`config.mk`:
```
export PLATFORM = sky130hd
export DESIGN_NAME = cond_cc_unit
export DESIGN_NICKNAME = d
export VERILOG_FILES = /design/src/rtl/cond_cc_unit.sv
export SDC_FILE = /design/constraint.sdc
export NUM_CORES = 1
export LEC_CHECK = 0
export ABC_AREA = 1
export CAP_MARGIN = 30
export CORE_AREA = 2 2 39 41
export DETAILED_ROUTE_END_ITERATION = 8
export DIE_AREA = 0 0 41 43
export SYNTH_ARGS = -nofsm -noshare
export SYNTH_HDL_FRONTEND = slang
export SYNTH_SLANG_ARGS = --single-unit
```
`constraint.sdc`:
```
create_clock -name clk -period 1.2 [get_ports clk]
set_input_delay 0.24 -clock clk [delete_from_list [all_inputs] [get_ports clk]]
set_output_delay 0.24 -clock clk [all_outputs]
set_load 0.01 [all_outputs]
```
`src/rtl/cond_cc_unit.sv`:
```
// Condition-code register with exception freeze and branch/cmov condition decode.
// cnd is evaluated from the registered flags, so a flag load is first visible one cycle later.
module cond_cc_unit #(
  parameter logic [2:0] RESET_CC = 3'b001
) (
  input  logic       clk,
  input  logic       reset,
  input  logic       set_cc,
  input  logic [2:0] cf_in,
  input  logic       exc_in,
  input  logic       resume,
  input  logic [3:0] icode,
  input  logic [3:0] ifun,
  output logic [2:0] cc,
  output logic       cnd,
  output logic       frozen,
  output logic       cc_written
);

  localparam logic [0:0] StRun    = 1'b0;
  localparam logic [0:0] StFrozen = 1'b1;

  logic [0:0] state_d, state_q;
  logic [2:0] cc_d, cc_q;
  logic       cc_written_d, cc_written_q;

  always_comb begin
    state_d      = state_q;
    cc_d         = cc_q;
    cc_written_d = 1'b0;
    case (state_q)
      StRun: begin
        // An exception in flight suppresses the load on the same edge it freezes.
        if (exc_in) begin
          state_d = StFrozen;
        end else if (set_cc) begin
          cc_d         = cf_in;
          cc_written_d = 1'b1;
        end
      end
      default: begin
        if (resume && !exc_in) begin
          state_d = StRun;
        end
      end
    endcase
  end

  always_ff @(posedge clk) begin
    if (reset) begin
      state_q      <= StRun;
      cc_q         <= RESET_CC;
      cc_written_q <= 1'b0;
    end else begin
      state_q      <= state_d;
      cc_q         <= cc_d;
      cc_written_q <= cc_written_d;
    end
  end

  logic zf, sf, of, lt;
  assign zf = cc_q[0];
  assign sf = cc_q[1];
  assign of = cc_q[2];
  assign lt = sf ^ of;

  always_comb begin
    cnd = 1'b0;
    if (icode == 4'h2 || icode == 4'h7) begin
      case (ifun)
        4'd0:    cnd = 1'b1;
        4'd1:    cnd = lt | zf;
        4'd2:    cnd = lt;
        4'd3:    cnd = zf;
        4'd4:    cnd = ~zf;
        4'd5:    cnd = ~lt;
        4'd6:    cnd = ~lt & ~zf;
        default: cnd = 1'b0;
      endcase
    end
  end

  assign cc         = cc_q;
  assign frozen     = (state_q == StFrozen);
  assign cc_written = cc_written_q;

endmodule

```
[Word-level counts from Yosys, hierarchy flattened]
Cells that the tools add are included.
Word-level totals
  bits in registers: 5
  output and inout port bits: 6
  logic and storage cells: 30
Cells by class
  equal/unequal tests: 8
  mux-type cells: 6
  bitwise operators: 7
  reduce and logical (&&, ||, !) cells: 6
Operators by type and width (count)
  equality test 4 x 3 -> 1 bit, second input constant: 4
  equality test 4 x 2 -> 1 bit, second input constant: 3
  case mux 1 bit (7 select lines): 1
  two-way mux 1 bit: 5
  equality test 4 x 1 -> 1 bit, second input constant: 1
  zero test 4 bit: 1
  NOT 1 bit: 4
  AND reduction 3 bit: 1
  OR reduction 3 bit: 1
  bitwise AND 1 bit: 1
  logical AND 1 bit: 1
  zero test 1 bit: 1
  logical OR 1 bit: 1
  OR 1 bit: 1
  bitwise XOR 1 bit: 1

[Logic depth before layout (Yosys ltp)]
Gate-level depths: netlist of the first run.
  depth after elaboration: 5
  gate-level depth with buffers: 7
  gate-level depth less buffers: 7

[Least setup slack after synthesis of the first run]
Ideal clock, no wire load.
  path type: reg-to-output
  from: register cc_q[0], in the netlist cc[0]
  to: output cnd
  data arrival time: 0.848 ns
  required time: 0.960 ns
  setup slack: 0.112 ns
  stages on the path, launching flop included: 6
  buffers on the path: 0
  cell sequence: dfxtp_1 > nand3b_1 > nand2_1 > nor2_2 > nand2_1 > nor2_1
Between the ends
  longest elaborated chain between the ends: 4
  elaborated cells between the ends (all ways): 5
Ends and longest elaborated chain
  from (decl): line 24  | logic [2:0] cc_d, cc_q;
  from (signal assigned): line 52  | cc_q <= RESET_CC;
  from (signal assigned): line 56  | cc_q <= cc_d;
  NOT 1 bit: line 75, 77
  bitwise AND 1 bit: line 77  | 4'd6: cnd = ~lt & ~zf;
  case mux 1 bit (7 select lines) *: line 70  | case (ifun)
  two-way mux 1 bit *: line 69  | if (icode == 4'h2 || icode == 4'h7) begin
  to (decl): line 15  | output logic cnd,
Every way passes the cells marked *; elsewhere a longest branch is shown, timed or not.

[Final worst setup path of the first run]
Ends and elaborated chain as after synthesis.

==> summary.md, run 1 <==
| Metric | Value |
|---|---|
| Status | `complete, but fails checks` |
| Failing checks | `setup timing` |
| Cell Area, Placed | `~550 um^2` |
| Tcrit/Tclk final | `1.14` |
| Ys flop type | `dfxtp_1` |
| Routed vias/inst | `about 4` |
| Simple-gate share of the synthesized area | `0.350` |
| Pwr dens | `~910 nW/um^2` |
| Largest family of logic cells by synthesized area | `simple AND/OR/NAND/NOR gates` |
| Fin Hold WS | `0.542 ns` |
| Worst setup EP type | `output pin` |
| CTS Buf Count | `3` |
| Largest net degree at the start of global routing | `7` |
| Post-synthesis compound-gate area fraction | `0.138` |
| Share of the yosys chip area belonging to registers | `0.369` |
| #FFs+latches synth | `5` |
| Grt ovf | `0` |
| Clock skew | `around 0.0073 ns` |
| Tightest Hold Check Type | `input pin to flip-flop` |
| Yosys top cell area share | `0.369` |
| CTS sink cnt | `5` |
| Area Overhead vs Synth | `114%` |
| EDFF count, synth | `0` |
| Routed WL per cell | `8.71 um` |
| Drt drc | `0` |
| Crit path max fanout | `4` |
| Starting Density | `0.196` |
| Final nets | `90` |
| Setup Crit Path Kind | `flip-flop to output pin` |
| Adder-Cell Fraction of Synth Area | `0` |
| Htree depth | `1` |
| WL met2 | `~450 um` |
| Top Ports | `22` |
| Synth cell count leaders | `nand2_1 (9), inv_1 (8), dfxtp_1 (5)` |
| Final Hold Vio Count | `0` |
| Buffers on Ports | `21` |
| Final setup slack of the worst path | `-0.168 ns` |
| First-pass GRT wire length | `1250 um` |
| Final setup viols | `1` |
| WP data required | `about 0.96 ns` |
| Fin. max-slew vios | `0` |
| Detail Route Antenna Nets | `0` |
| Most frequent cell after synthesis | `nand2_1` |
| Worst slew pin tran | `0.162 ns` |
| Total power draw | `529 uW` |
| CTS tree | `built` |
| Maximum root-to-sink buffer count | `2` |
| Vias in the first global route | `352` |
| Mapped Area | `272 um^2` |
| Initial antenna violation count | `0` |
| Max frequency | `731 MHz` |
| Core area | `roughly 1400 um^2` |
| Synth Instances | `41` |
| Top layer reached by signal wires | `met3` |
| Die Width | `41 um` |
| Placer Congestion | `0.609` |
| Mean Syn Cell Area | `6.62 um^2` |
| Ant diodes | `0` |
| Critical path data arrival time | `1.13 ns` |
| Slew HR | `0.891` |
| Ys async rst share | `0` |
| Synth Area in XOR/XNOR | `0.0323` |
| Overall via count from detail_route | `around 360` |
| Max VDD drop | `0.000451 V` |
| GR Util All Layers | `0.106` |
| Drt pass-1 iters | `2` |
| Layout cells sized above 1 | `0.342` |
| Fin crit period | `1.37 ns` |
| Post-synth cell types | `14` |
| Layout Cell Area excl Fill | `roughly 580 um^2` |
| Post-CTS Hold Buffers | `0` |
| Clock root buffer master | `clkbuf_4` |
| RSZ-0062 raised after global routing | `yes` |
| Utilization after layout | `0.420` |
| Syn_nets | `57` |
| Synth area leaders | `dfxtp_1 (37%), nand2_1 (12%), inv_1 (11%)` |
| Post-DP HPWL | `610 um` |
| Mux contribution to synthesized area | `0` |
| Ys Warns | `0` |
| Maxcap violations | `0` |
| Number of DRC markers in iteration 0 | `7` |
| Synth area leader | `dfxtp_1` |
| Die Area | `1760 um^2` |
| Met1 WL | `between 200 and 300 um` |
| Clock transition at the registers of the reported paths | `0.05 ns` |
| Rows | `14` |
| Die Y | `43 um` |
| Met3 routed WL | `a little over 60 um` |
| Routed wire length | `775 um` |
| Leak Pwr | `about 0.00029 uW` |
| Clock insertion delay at the later pin of the skew report | `0.25 ns` |
| Setup tns final | `-0.168 ns` |
| CP startpoint kind | `flip-flop` |
-- layout by cell type (no fill, tap or decap), drive strengths merged --
| master | count |
|---|---|
| nand2 | 10 |
| dlygate4sd2 | 9 |
| buf | 9 |
| clkdlybuf4s50 | 8 |
| inv | 8 |
| nor2 | 5 |
| dfxtp | 5 |
| o21ai | 3 |
| clkbuf | 3 |
| a21oi | 3 |
| nand3 | 3 |
| clkdlybuf4s15 | 2 |
| nand4 | 1 |
| xor2 | 1 |
| nand3b | 1 |
| a211oi | 1 |
| clkinv | 1 |
-- area by class of cell --
cell class | instances | area (um^2)
Timing Repair Buffer | 28 | 248
Sequential cell | 5 | 104
Multi-Input combinational cell | 28 | 153
Tap cell | 16 | 20.0
Clock inverter | 1 | 5.00
Fill cell | 155 | 802
Clock buffer | 3 | 22.5
Inverter | 8 | 30.0
-- path summary, 6_finish.rpt --
kind / from / end / slack [ns] / depth (start not counted)
max: cc[0] / cnd / -0.17 / 6
min: resume / frozen / 0.54 / 2
max reg2reg: frozen / cc[1] / 0.34 / 4
min reg2reg: cc[1] / cc[1] / 0.56 / 3
-- registers in the layout, indices dropped and copies added (netlist names) --
register,count
cc,3
cc_written,1
frozen,1
-- metrics by stage --
stage | setup slack (ns) | std cells
finish | -0.168 | 89
global route | -0.199 | 89
CTS | -0.175 | 88
detailed placement | -0.695 | 84
global placement | -0.683 | 84
floorplan | 0.112 | 41
-- logic make-up after synthesis --
group | Yosys count
xor+xnor | 1
flops | 5
simple gates | 20
buf+inv | 8
compound gates | 7
-- critical path: stages, from the launching register on --
cell      delay, ns
dfxtp_2        0.34
nand3b_1       0.12
nand2_1        0.07
nor2_2         0.09
nand2_1        0.05
nor2_1         0.08
buf_2          0.13
-- repair_timing --
item                                    in CTS  in global routing
gates cloned                                 0                  0
buffers inserted                             0                  2
pin swaps                                    8                  3
endpoints found under the setup margin       6                  2
gates resized for setup                     24                  7
-- metal layers --
metal / vias to the layer above / track usage
met1: 157 / 0.0962
met3: 0 / 0.0524
li1: 194 / -
met4: 0 / 0.0600
met5: - / 0
met2: 13 / 0.178
-- power breakdown --
group | internal, uW | total [uW] | switching (uW)
clock | 121 | 200 | 78.8
combinational | 86.8 | 144 | 56.8
sequential | 179 | 186 | 7.35
total | 386 | 529 | 143
Note: power is estimated with default switching activity, not from simulation.
==> run 2: changes to the inputs <==
TNS_END_PERCENT = 10   (was default)
==> summary.md, run 2 (same netlist as run 1, synthesis figures left out) <==
| Metric | Value |
|---|---|
| Status | `complete, but fails checks (unchanged)` |
| Failing checks | `setup timing (unchanged)` |
| Final Hold Vio Count | `0 (unchanged)` |
| Commonest non-fill, non-tap cell in the layout | `buf_4 (was dlygate4sd2_1)` |
| Drt pass-1 iters | `2 (unchanged)` |
| Reg-to-reg slack, setup | `0.34 ns (about the same)` |
| Vias in the first global route | `352 (unchanged)` |
| Buffers on Ports | `21 (unchanged)` |
| Initial antenna violation count | `0 (unchanged)` |
| Fin. max-slew vios | `0 (unchanged)` |
| Max VDD drop | `0.000451 V (about the same)` |
| Layout Cell Area excl Fill | `578 um^2 (was 582 um^2)` |
| Pre-CTS setup slack | `-0.695 ns (unchanged)` |
| Crit path max fanout | `4 (unchanged)` |
| Number of DRC markers in iteration 0 | `7 (unchanged)` |
| Final nets | `91 (was 90)` |
| Pwr dens | `916 nW/um^2 (was 910 nW/um^2)` |
| Layout Cells excl Fill | `90 (was 89)` |
| Core area | `1380 um^2 (unchanged)` |
| Clock insertion delay at the later pin of the skew report | `0.25 ns (about the same)` |
| Overall via count from detail_route | `367 (was 364)` |
| Fin Hold WS | `0.542 ns (about the same)` |
| Post-CTS Hold Buffers | `0 (unchanged)` |
| Max reg flops | `3 (unchanged)` |
| Drt drc | `0 (unchanged)` |
| Placer Congestion | `0.609 (unchanged)` |
| Worst setup EP type | `output pin (unchanged)` |
| Clock skew | `0.00734 ns (about the same)` |
| Max frequency | `731 MHz (unchanged)` |
| Clock transition at the registers of the reported paths | `0.05 ns (about the same)` |
| Starting Density | `0.196 (unchanged)` |
| CTS Buf Count | `3 (unchanged)` |
| Die Area | `1760 um^2 (unchanged)` |
| Worst slew pin tran | `0.162 ns (unchanged)` |
| Final setup viols | `1 (unchanged)` |
| Routed WL per cell | `8.66 um (was 8.71 um)` |
| Tightest Hold Check Type | `input pin to flip-flop (unchanged)` |
| WP data required | `0.96 ns (about the same)` |
| Routed vias/inst | `4.08 (was 4.09)` |
| Dpl cells | `84 (unchanged)` |
| Detail Route Antenna Nets | `0 (unchanged)` |
| Rows | `14 (unchanged)` |
| Total power draw | `530 uW (was 529 uW)` |
| CTS sink cnt | `5 (unchanged)` |
| Tcrit/Tclk final | `1.14 (unchanged)` |
| Commonest cells after routing, fill and taps aside | `buf_4 (10), dlygate4sd2_1 (9), nand2_1 (8), clkdlybuf4s50_1 (8), inv_1 (6) (was dlygate4sd2_1 (9), nand2_1 (8), clkdlybuf4s50_1 (8), buf_4 (7), inv_1 (6))` |
| Maxcap violations | `0 (unchanged)` |
| Layout cells sized above 1 | `0.378 (was 0.342)` |
| Fin crit period | `1.37 ns (unchanged)` |
| Htree depth | `1 (unchanged)` |
| CP startpoint kind | `flip-flop (unchanged)` |
| Post-DP HPWL | `610 um (unchanged)` |
| CTS tree | `built (unchanged)` |
| Largest net degree at the start of global routing | `7 (unchanged)` |
| Critical path data arrival time | `1.13 ns (about the same)` |
| Setup Crit Path Kind | `flip-flop to output pin (unchanged)` |
| Slew HR | `0.891 (unchanged)` |
| Final setup slack of the worst path | `-0.168 ns (unchanged)` |
| First-pass GRT wire length | `1250 um (unchanged)` |
| Leak Pwr | `0.000291 uW (was 0.000287 uW)` |
| Ant diodes | `0 (unchanged)` |
| RSZ-0062 raised after global routing | `yes (unchanged)` |
| Grt ovf | `0 (unchanged)` |
| Cell Area, Placed | `547 um^2 (unchanged)` |
| Top Ports | `22 (unchanged)` |
| Area Overhead vs Synth | `113% (was 114%)` |
| GR Util All Layers | `0.106 (unchanged)` |
| Die Width | `41 um (unchanged)` |
| Clock root buffer master | `clkbuf_4 (unchanged)` |
| FILL cells | `156 (was 155)` |
| Routed wire length | `779 um (was 775 um)` |
| Die Y | `43 um (unchanged)` |
| Maximum root-to-sink buffer count | `2 (unchanged)` |
run 2: worst paths after layout:
| kind | start | end | cells past startpoint |
|---|---|---|---|
| hold / removal | resume | frozen | 2 |
| setup / recovery | cc[0] | cnd | 6 |
| setup reg to reg | frozen | cc[1] | 4 |
| hold reg to reg | cc[1] | cc[1] | 3 |
run 2: stage by stage:
stage,util,TNS [ns]
final,0.418,-0.168
after global routing,0.418,-0.213
after CTS,0.405,-0.175
after detailed placement,0.395,-0.735
after global placement,0.395,-0.709
after floorplan,-,0
run 2: cell type report:
class,instances,area (um^2),area share
multi-input cells,28,153,0.264
clock buffers,3,22.5,0.0390
inverters,8,30.0,0.0519
flip-flops and latches,5,104,0.180
well taps,16,20.0,0.0346
repair buffers,29,244,0.422
clock inverters,1,5.00,0.00866
run 2: what timing repair did:
action	in CTS	in global routing
buffers inserted	0	2
setup endpoints to repair	6	2
pin swaps	8	3
resized for setup	24	5
run 2: critical path: stages, from the launching register on:
cell,delay (ns)
dfxtp_2,0.34
nand3b_1,0.12
nand2_1,0.07
nor2_2,0.09
nand2_1,0.05
nor2_1,0.08
buf_2,0.13
run 2: where the power goes:
part | switching, uW | internal, uW
clock network | 78.8 | 121
registers | 7.35 | 179
logic | 56.9 | 86.9
run 2: per-layer routing:
layer	up-vias	track usage	part of all wire
met4	0	0.0600	0
met3	0	0.0524	0.078
met5	-	0	0
li1	196	-	-
met2	13	0.178	0.58
met1	158	0.0962	0.34
==> run 3: changes to the inputs <==
ABC_AREA = default   (was 1)
==> summary.md, run 3 <==
| Metric | Value |
|---|---|
| Status | `complete, but fails checks (unchanged)` |
| Failing checks | `setup timing (unchanged)` |
| Synth cell count leaders | `dfxtp_1 (5), a21oi_1 (4), nor2_1 (4) (was nand2_1 (9), inv_1 (8), dfxtp_1 (5))` |
| Crit path max fanout | `3 (was 4)` |
| Clock skew | `0.00399 ns (was 0.00734 ns)` |
| Ys flop type | `dfxtp_1 (unchanged)` |
| Core area | `1380 um^2 (unchanged)` |
| WP data required | `0.96 ns (about the same)` |
| CTS tree | `built (unchanged)` |
| Worst hold start | `frozen (was resume)` |
| Final setup slack of the worst path | `-0.397 ns (was -0.168 ns)` |
| Clock root buffer master | `clkbuf_4 (unchanged)` |
| Max VDD drop | `0.000505 V (was 0.000451 V)` |
| Overall via count from detail_route | `334 (was 367)` |
| Mean Syn Cell Area | `8.88 um^2 (was 6.62 um^2)` |
| Tightest Hold Check Type | `flip-flop to flip-flop (was input pin to flip-flop)` |
| Detail Route Antenna Nets | `0 (unchanged)` |
| Fin Hold WS | `0.529 ns (was 0.542 ns)` |
| Routed wire length | `687 um (was 779 um)` |
| EDFF count, synth | `0 (unchanged)` |
| Top Ports | `22 (unchanged)` |
| Drt drc | `0 (unchanged)` |
| Syn_nets | `46 (was 57)` |
| Final setup viols | `3 (was 1)` |
| Max frequency | `626 MHz (was 731 MHz)` |
| RSZ-0062 raised after global routing | `yes (unchanged)` |
| Synth Instances | `30 (was 41)` |
| Die Y | `43 um (unchanged)` |
| Final Hold Vio Count | `0 (unchanged)` |
| Routed vias/inst | `4.34 (was 4.08)` |
| Slowest CP cell | `dfxtp_2 (unchanged)` |
| Ys async rst share | `0 (unchanged)` |
| Final nets | `78 (was 91)` |
| Ys Warns | `0 (unchanged)` |
| Die Area | `1760 um^2 (unchanged)` |
| Most frequent cell after synthesis | `dfxtp_1 (was nand2_1)` |
| Rows | `14 (unchanged)` |
| Hold Path Cell Cnt | `2 (unchanged)` |
| Vias in the first global route | `338 (was 352)` |
| Pwr dens | `860 nW/um^2 (was 916 nW/um^2)` |
| Synth area leaders | `dfxtp_1 (38%), a21oi_1 (7.5%), mux2i_1 (7.5%) (was dfxtp_1 (37%), nand2_1 (12%), inv_1 (11%))` |
| Mapped Area | `267 um^2 (was 272 um^2)` |
| Post-synth cell types | `15 (was 14)` |
| Fin crit period | `1.60 ns (was 1.37 ns)` |
| FF+latch area | `108 um^2 (was 104 um^2)` |
| Drt pass-1 iters | `1 (was 2)` |
| Reg2reg path depth | `3 (was 4)` |
| Buf+Inv Stages, Crit Path | `1 (unchanged)` |
| Synth area leader | `dfxtp_1 (unchanged)` |
| Maximum root-to-sink buffer count | `2 (unchanged)` |
| #FFs+latches synth | `5 (unchanged)` |
| Share of the yosys chip area belonging to registers | `0.376 (was 0.369)` |
| Post-DP HPWL | `522 um (was 610 um)` |
| Reg-to-reg slack, setup | `0.12 ns (was 0.34 ns)` |
| Fin. max-slew vios | `0 (unchanged)` |
| Layout cells sized above 1 | `0.361 (was 0.378)` |
| Ant diodes | `0 (unchanged)` |
| Routed WL per cell | `8.92 um (was 8.66 um)` |
| Worst setup EP type | `output pin (unchanged)` |
| FILL cells | `152 (was 156)` |
| Area Overhead vs Synth | `126% (was 113%)` |
| R2R Path End | `cc[0] (was cc[1])` |
| Starting Density | `0.193 (was 0.196)` |
| Die Width | `41 um (unchanged)` |
| Max reg flops | `3 (unchanged)` |
| Placer Congestion | `0.619 (was 0.609)` |
| CP top delay family | `compound AO/OA/AOI/OAI gates (was simple AND/OR/NAND/NOR gates)` |
| Grt ovf | `0 (unchanged)` |
| Commonest non-fill, non-tap cell in the layout | `clkdlybuf4s50_1 (was buf_4)` |
| CP startpoint kind | `flip-flop (unchanged)` |
| Postcts setup bufs | `0 (unchanged)` |
| Post-CTS Hold Buffers | `0 (unchanged)` |
| Clock insertion delay at the later pin of the skew report | `0.24 ns (was 0.25 ns)` |
| Maxcap violations | `0 (unchanged)` |
| Number of DRC markers in iteration 0 | `0 (was 7)` |
| Slew HR | `0.810 (was 0.891)` |
| Commonest cells after routing, fill and taps aside | `clkdlybuf4s50_1 (12), buf_4 (6), a21oi_1 (4), nor2_1 (4) (was buf_4 (10), dlygate4sd2_1 (9), nand2_1 (8), clkdlybuf4s50_1 (8), inv_1 (6))` |
| Buffers on Ports | `21 (unchanged)` |
| CTS Buf Count | `3 (unchanged)` |
| Tcrit/Tclk final | `1.33 (was 1.14)` |
| Setup tns final | `-0.410 ns (was -0.168 ns)` |
| Area of the multi-input gates | `196 um^2 (was 153 um^2)` |
| Initial antenna violation count | `0 (unchanged)` |
| Setup Crit Path Kind | `flip-flop to output pin (unchanged)` |
| First-pass GRT wire length | `1260 um (was 1250 um)` |
| Yosys top cell area share | `0.376 (was 0.369)` |
| Leak Pwr | `0.000264 uW (was 0.000291 uW)` |
| Reg-to-reg startpoint | `frozen (unchanged)` |
| Max stage delay on crit path | `0.34 ns (about the same)` |
| Clock transition at the registers of the reported paths | `0.04 ns (was 0.05 ns)` |
| Critical path, cell by cell | `xor2_4 > a2111oi_4 > a211oi_2 > a21oi_1 > buf_2 (was nand3b_1 > nand2_1 > nor2_2 > nand2_1 > nor2_1 > buf_2)` |
| Hold EP | `frozen (unchanged)` |
| Critical path data arrival time | `1.36 ns (was 1.13 ns)` |
| GR Util All Layers | `0.110 (was 0.106)` |
| Largest net degree at the start of global routing | `6 (was 7)` |
| Worst slew pin tran | `0.285 ns (was 0.162 ns)` |
| Htree depth | `1 (unchanged)` |
| CTS sink cnt | `5 (unchanged)` |
## run 3: changes by cell type in the layout (fill, tap and decap cells not counted), moves of 4 or more
cell             previous run  this run
buf_4                      10         6
inv_1                       6         2
clkdlybuf4s50_1             8        12
dlygate4sd2_1               9         3
nand2_1                     8         0
## run 3: logic make-up after synthesis
family                 share of synthesized area
AO/OA/AOI/OAI                              0.211
AND/OR/NAND/NOR                            0.230
flip-flops                                 0.376
XOR/XNOR                                  0.0657
multiplexers                              0.0751
buffers and inverters                     0.0423
## run 3: per-layer routing
layer,wire length [um],part of all wire,up-vias,global-route usage
met5,0,0,-,0
met4,0,0,0,0.100
met3,71,0.10,0,0.0471
met2,343,0.50,15,0.147
met1,272,0.40,149,0.124
li1,-,-,170,-
## run 3: worst reg2reg max path: cells and delay by family (launching register included)
family / cells / cell delay (ns)
simple gates: 2 / 0.37
flops: 1 / 0.33
compound gates: 1 / 0.26
## run 3: layout make-up
class                           instances  share of cell area
Timing Repair Buffer                   27               0.400
Multi-Input combinational cell         22               0.326
Sequential cell                         5               0.178
Clock buffer                            4              0.0436
Tap cell                               16              0.0332
Inverter                                3              0.0187
## run 3: where the power goes
part / switching (uW) / leakage (uW) / internal, uW
registers: 10.9 / 0.0000421 / 176
logic: 48.8 / 0.000207 / 87.4
clock network: 70.0 / 0.0000150 / 126
total: 130 / 0.000264 / 389
## run 3: how the worst max path moves through the flow
stage | start | to | slack [ns] | depth (start not counted)
detailed placement | ifun[2] | cnd | -0.92 | 6
global route | cc[1] | cnd | -0.50 | 5
finish | cc[1] | cnd | -0.40 | 5
floorplan | cc[1] | cnd | -0.14 | 4
global placement | ifun[2] | cnd | -0.89 | 6
CTS | cc[1] | cnd | -0.46 | 5
## run 3: what timing repair did
action / 4_1_cts / 5_1_grt
pin swaps: 2 / 2
setup endpoints to repair: 7 / 6
resized for setup: 15 / 11
## run 3: per-stage QoR
step                      utilization  instances  cell area (um^2)  total power, uW  worst slack (ns)
after floorplan                     -         30               275              228            -0.137
after global placement          0.398         73               551              322            -0.892
after detailed placement        0.398         73               551              322            -0.922
after CTS                       0.412         77               571              523            -0.462
after global routing            0.436         77               603              565            -0.495
final                           0.436         77               603              519            -0.397
